**config.mk**
```make
export PLATFORM = sky130hd
export DESIGN_NAME = cbus_arbiter
export DESIGN_NICKNAME = d
export VERILOG_FILES = /design/src/rtl/cbus_arbiter_pkg.sv /design/src/rtl/cbus_arb_picker.sv /design/src/rtl/cbus_arbiter.sv
export SDC_FILE = /design/constraint.sdc
export NUM_CORES = 1
export LEC_CHECK = 0
export BUFFER_PORTS_ARGS = -buffer_cell sky130_fd_sc_hd__buf_4
export CAP_MARGIN = 40
export CORE_AREA = 8 8 120 122
export DETAILED_ROUTE_END_ITERATION = 6
export DIE_AREA = 0 0 128 130
export GPL_TIMING_DRIVEN = 0
export SLEW_MARGIN = 30
export SYNTH_ARGS = -nofsm -noshare
export SYNTH_HDL_FRONTEND = slang
export SYNTH_SLANG_ARGS = --single-unit
```
**constraint.sdc**
```tcl
create_clock -name clk -period 1.36 [get_ports clk]
set_clock_uncertainty 0.15 [all_clocks]
set_input_delay 0.136 -clock clk [delete_from_list [all_inputs] [get_ports clk]]
set_output_delay 0.136 -clock clk [all_outputs]
set_load 0.05 [all_outputs]
```
**src/rtl/cbus_arbiter_pkg.sv**
```systemverilog
// cbus_arbiter_pkg: cbus request/response types, arbiter state enum and sizing helpers
package cbus_arbiter_pkg;

    localparam int CBUS_ARB_MAX_INPUTS = 8;
    localparam int CBUS_ADDR_W = 32;
    localparam int CBUS_DATA_W = 32;

    typedef enum logic [2:0] {
        MLEN1  = 3'd0,
        MLEN2  = 3'd1,
        MLEN4  = 3'd2,
        MLEN8  = 3'd3,
        MLEN16 = 3'd4
    } cbus_len_t;

    typedef struct packed {
        logic                     valid;
        logic                     is_write;
        logic [1:0]               size;
        logic [CBUS_ADDR_W-1:0]   addr;
        logic [CBUS_DATA_W/8-1:0] strb;
        logic [CBUS_DATA_W-1:0]   data;
        cbus_len_t                len;
    } cbus_req_t;

    typedef struct packed {
        logic                   ready;
        logic                   last;
        logic [CBUS_DATA_W-1:0] data;
    } cbus_resp_t;

    typedef enum logic {
        IDLE = 1'b0,
        BUSY = 1'b1
    } arb_state_t;

    function automatic int cbus_idx_w(input int n);
        return (n > 1) ? $clog2(n) : 1;
    endfunction

    // Distance of idx after last in circular order; 0 means immediately after last
    function automatic int rr_dist(input int idx, input int last, input int n);
        return (idx - last - 1 + n) % n;
    endfunction

endpackage

```
**src/rtl/cbus_arb_picker.sv**
```systemverilog
// cbus_arb_picker: combinational winner select; round-robin with CBUS_ARB_ROUND_ROBIN_EN, else fixed priority
module cbus_arb_picker
    import cbus_arbiter_pkg::*;
#(
    parameter int NUM_INPUTS = 2,
    parameter int IDX_W      = 1
) (
    input  logic [NUM_INPUTS-1:0] valid_i,
    input  logic [IDX_W-1:0]      last_owner_i,
    output logic                  grant_valid_o,
    output logic [IDX_W-1:0]      grant_idx_o
);

    assign grant_valid_o = |valid_i;

`ifdef CBUS_ARB_ROUND_ROBIN_EN
    int best_dist;

    // Nearest valid index after the previous owner wins, so the last owner ranks lowest
    always_comb begin
        best_dist = NUM_INPUTS;
        grant_idx_o = '0;
        for (int i = 0; i < NUM_INPUTS; i++) begin
            if (valid_i[i] && rr_dist(i, int'(last_owner_i), NUM_INPUTS) < best_dist) begin
                best_dist = rr_dist(i, int'(last_owner_i), NUM_INPUTS);
                grant_idx_o = IDX_W'(i);
            end
        end
    end
`else
    logic unused_last_owner;
    assign unused_last_owner = ^last_owner_i;

    // Lowest valid index wins
    always_comb begin
        grant_idx_o = '0;
        for (int i = NUM_INPUTS - 1; i >= 0; i--) begin
            if (valid_i[i]) grant_idx_o = IDX_W'(i);
        end
    end
`endif

endmodule

```
**src/rtl/cbus_arbiter.sv**
```systemverilog
// cbus_arbiter: grants whole cbus transactions to one of NUM_INPUTS masters; CBUS_ARB_ROUND_ROBIN_EN selects round-robin picking
module cbus_arbiter
    import cbus_arbiter_pkg::*;
#(
    parameter int NUM_INPUTS = 2
) (
    input  logic       clk,
    input  logic       reset,
    input  cbus_req_t  ireqs  [NUM_INPUTS],
    output cbus_resp_t iresps [NUM_INPUTS],
    output cbus_req_t  oreq,
    input  cbus_resp_t oresp
);

    localparam int IDX_W = cbus_idx_w(NUM_INPUTS);

    arb_state_t            state_q, state_d;
    logic [IDX_W-1:0]      owner_q, owner_d;
    logic [IDX_W-1:0]      last_owner_q, last_owner_d;
    logic [NUM_INPUTS-1:0] valid_vec;
    logic                  grant_valid;
    logic [IDX_W-1:0]      grant_idx;

    // Gather request valids for the picker
    always_comb begin
        valid_vec = '0;
        for (int i = 0; i < NUM_INPUTS; i++) valid_vec[i] = ireqs[i].valid;
    end

    cbus_arb_picker #(
        .NUM_INPUTS(NUM_INPUTS),
        .IDX_W     (IDX_W)
    ) u_picker (
        .valid_i      (valid_vec),
        .last_owner_i (last_owner_q),
        .grant_valid_o(grant_valid),
        .grant_idx_o  (grant_idx)
    );

    // State, owner and last-owner registers; reset drops the grant immediately
    always_ff @(posedge clk or posedge reset) begin
        if (reset) begin
            state_q      <= IDLE;
            owner_q      <= '0;
            last_owner_q <= IDX_W'(NUM_INPUTS - 1);
        end else begin
            state_q      <= state_d;
            owner_q      <= owner_d;
            last_owner_q <= last_owner_d;
        end
    end

    // Grant from IDLE, release on the accepted last beat; the IDLE cycle after release is the bubble
    always_comb begin
        state_d      = state_q;
        owner_d      = owner_q;
        last_owner_d = last_owner_q;
        if (state_q == IDLE) begin
            if (grant_valid) begin
                state_d = BUSY;
                owner_d = grant_idx;
            end
        end else if (oresp.ready && oresp.last) begin
            state_d      = IDLE;
            last_owner_d = owner_q;
        end
    end

    // Owner's request passes straight through; only the owner sees the memory response
    always_comb begin
        oreq = '0;
        for (int i = 0; i < NUM_INPUTS; i++) iresps[i] = '0;
        if (state_q == BUSY) begin
            for (int i = 0; i < NUM_INPUTS; i++) begin
                if (owner_q == IDX_W'(i)) begin
                    oreq      = ireqs[i];
                    iresps[i] = oresp;
                end
            end
        end
    end

endmodule

```
# --- Word-level counts from Yosys, hierarchy flattened ---
# Cells that the tools add are included.
classes:
  n_mux: 10
  n_bitwise: 1
  n_reduce_logical: 3
op_table:
  columns: ["cell", "count"]
  rows:
  - ["75-bit 2-to-1 mux", 2]
  - ["34-bit 2-to-1 mux", 2]
  - ["68-bit 2-to-1 mux", 1]
  - ["1-bit 2-to-1 mux", 5]
  - ["2-bit AND reduction", 1]
  - ["2-bit OR reduction", 1]
  - ["1-bit logical AND", 1]
  - ["1-bit inverter", 1]
totals:
  register_bits: 2
  input_bits: 186
  out_inout_bits: 143
  wordCells: 16

# --- Depth between registers and ports, before layout ---
depth:
  depth_word: 3
  ltp_mapped: 4

# --- By module ---
# From an unflattened synthesis, not the netlist that was laid out.
unflattened:
  hier_cells: 258
  area_unflattened_um2: 2029.4
by_module_without_submodules:
  columns: ["mod", "instances", "cells_each", "area_each_um2", "seq_area_each_um2"]
  rows:
  - ["cbus_arbiter", 1, 256, 2016.9, 76.3]
  - ["cbus_arb_picker", 1, 2, 12.5, 0.0]

# --- Worst setup path after synthesis ---
# No wires, ideal clock.
synth_path:
  path_type: "register to output"
  startpoint: "register owner_q"
  endpoint: "output port oreq[10] (netlist bit)"
  arrival_ns: 1.507
  path_slack_ns: -0.433
  path_stages_with_launch: 5
  n_path_buf: 2
  cell_sequence: "dfrtp_1 > buf_4 > buf_6 > mux2i_1 > nor2b_1"
synth_rtl:
  columns: ["item", "line_no", "rtl"]
  rows:
  - ["start, declared", "cbus_arbiter.sv:18", "logic [IDX_W-1:0] owner_q, owner_d;"]
  - ["start signal, assigned", "cbus_arbiter.sv:48", "owner_q <= owner_d;"]
  - ["end, declared", "cbus_arbiter.sv:11", "output cbus_req_t oreq,"]

==> results by group <==
Logic synthesis
  – Synth Cell Area: 1900 um2
  – Syn_area_per_cell: 7.43 um2
  – Synthesis warning total: 0
  – Cell variety after synth: 18
  – Synth async-reset ratio: 1.00
  – Post-synth top area share: 0.395
  – Synth Instances: 256
  – Cell taking the most area after synthesis: mux2i_1
  – Number of synthesized flops with an enable pin: 0
  – Mapped Nets: 442
  – Top FF cell, synth: dfrtp_1
  – Sequential-to-total area share from yosys stat: 0.0263
  – Dominant cells by area after synthesis: mux2i_1 (39%), nor2b_1 (25%), and2_1 (11%)
  – Flops & latches, synth: 2

CTS
  – H-tree Lvls: 1
  – Root Buffer: clkbuf_16
  – Clock slew at reported path FFs: 0.03 ns
  – CTS Buffer Depth: 2
  – Clk_lat worst skew: 0.22 ns
  – Total CTS buffers: 3
  – Sink Count: 2
  – CTS tree: done

Floorplan
  – Die span in y: 130 um
  – Overall die area: 16600 um2
  – Number of placement rows: 41
  – Starting Density: 0.153
  – Core Area: 12400 um2
  – Die width: 128 um
  – Top Ports: 329

Place
  – Port bufs: 328
  – Dpl ws: -0.415 ns
  – GPL Wtd Cong: 0.804
  – HPWL Detailed: 12000 um
  – Placed standard-cell area: 5040 um2

Route
  – Wire length per cell: 18.8 um
  – Total number of vias: 3240
  – Iter 0 DRT Violations: 34
  – DR DRC count: 0
  – Final WL: 14500 um
  – Router iterations before antenna repair: 4
  – Post-route ant nets: 0
  – Via density: 4.19

Timing
  – Slew Viols, Final: 0
  – RSZ-0062 raised after global routing: true
  – Final Hold Vio Count: 0
  – Final hold slack: 0.00743 ns
  – Setup ws final: -0.438 ns
  – Crit share post-route: 1.32
  – Max-Slew Margin vs Limit: 0.859
  – Setup TNS: -52.35 ns
  – Crit path time final: 1.80 ns
  – Final-report setup violation count: 143
  – Fmax: 556 MHz
  – Worst-Margin Slew: 0.206 ns

Finish
  – P&R area growth vs syn: 248%
  – Layout cells sized above 1: 0.940
  – Final instance area: 6610 um2
  – Final Net Count: 789
  – Fill count: 1090
  – Core Util, Final: 0.533
  – ANT cells: 0

Run
  – MaxCap Viol Count: 0

Global route
  – Largest net degree at the start of global routing: 11
  – Total congestion overflow: 0
  – First-pass GRT wire length: 19900 um
  – Vias in the first global route: 3617
  – GRT Util Overall: 0.150
  – Initial antenna violation count: 0

Worst setup path
  – CP max stage delay: 0.42 ns
  – Worst EP arrival: 1.51 ns
  – Crit Path Max Fanout: 10
  – Crit-path most repeated cell: buf_12
  – Critical Path RT: 1.07 ns
  – Worst path cell trace: buf_12 -> buf_12 -> mux2i_4 -> nor2b_4 -> buf_4
  – Crit start category: register
  – Crit Path Class: register to output pin
  – Flop-to-flop setup slack: 0.02 ns
  – Critical Path End Type: output pin
  – Crit-path slowest cell: dfrtp_2

Outcome
  – Failing checks: negative setup slack
  – Outcome: complete, but fails checks

Power and ir drop
  – Worst vdd ir: 0.000510 V
  – Pwr Density: 1190 nW/um2
  – Cell leakage power: 3.29 nW

Worst hold path
  – Hold crit path type: input port to register
-- cell type report --
class,count,area (um2),share of cell area
flip-flops and latches,2,52.6,0.00795
repair buffers,344,3290,0.497
inverters,2,12.5,0.00189
well taps,172,215,0.0325
plain buffers,25,342,0.0517
clock buffers,3,75.1,0.0114
multi-input cells,225,2630,0.397
-- power by group --
| group | leakage, nW | total (mW) | switching [mW] | internal, mW |
|---|---|---|---|---|
| Combinational | 3.23 | 7.33 | 3.97 | 3.35 |
| Sequential | 0.0203 | 0.0921 | 0.0210 | 0.0711 |
| Clock | 0.0370 | 0.439 | 0.0654 | 0.374 |
| Total | 3.29 | 7.86 | 4.06 | 3.80 |
-- per-stage QoR --
stage | power (mW) | instances
3_3_place_gp | 5.77 | 756
2_1_floorplan | 4.07 | 256
3_5_place_dp | 5.80 | 756
4_1_cts | 6.87 | 766
5_1_grt | 8.15 | 773
6_report | 7.86 | 773
-- Yosys cell counts (2+ instances only) --
library cell	count
inv_1	2
mux2i_1	75
clkbuf_1	16
nor2_1	2
nor2b_1	76
and2_1	33
buf_6	7
dfrtp_1	2
and3_1	33
buf_4	2
-- flip-flops by register name, indices dropped and copies added (netlist names) --
register	flops
owner_q	1
state_q	1
-- cells in the final DEF, fill, tap and decap left out, types with 7 or more instances in the layout --
cell type / n
buf_12: 7
mux2i_2: 22
nor2b_2: 51
nor2b_4: 24
buf_4: 228
buf_8: 59
and3_4: 17
mux2i_4: 28
and3_2: 12
and2_4: 33
mux2i_1: 25
buf_6: 57
-- logic make-up after synthesis --
group           share of synthesized area
simple gates                        0.483
mux                                 0.395
buf+inv                            0.0901
compound gates                    0.00592
flops                              0.0263
-- final timing paths --
kind	from	to	depth (start not counted)
max in group asynchronous	reset	owner_q$_DFFE_PP0P_	3
setup / recovery	owner_q$_DFFE_PP0P_	oreq[2]	5
hold reg to reg	state_q$_DFF_PP0_	state_q$_DFF_PP0_	2
min in group asynchronous	reset	state_q$_DFF_PP0_	3
setup reg to reg	owner_q$_DFFE_PP0P_	owner_q$_DFFE_PP0P_	6
hold / removal	oresp[32]	state_q$_DFF_PP0_	2
-- routing by layer --
metal,vias to the layer above,track usage,share of wire
li1,1552,-,-
met1,1472,0.143,0.34
met2,204,0.305,0.55
met3,12,0.0526,0.10
met4,0,0.0238,0.012
met5,-,0,0
-- worst max-delay path: cells and delay by family (launching register included) --
family,cells,cell delay [ns]
buffers and inverters,3,0.54
multiplexers,1,0.27
AND/OR/NAND/NOR,1,0.05
flip-flops,1,0.42
-- what timing repair did --
action / 4_1_cts / 5_1_grt
hold buffers: 2 / 0
cloned: 2 / 4
endpoints found under the hold margin: 3 / 0
resized for setup: 139 / 189
setup endpoints to repair: 143 / 143
buffers inserted: 3 / 6
pin swaps: 10 / 2
No activity file was read; power rests on OpenSTA's default activity.
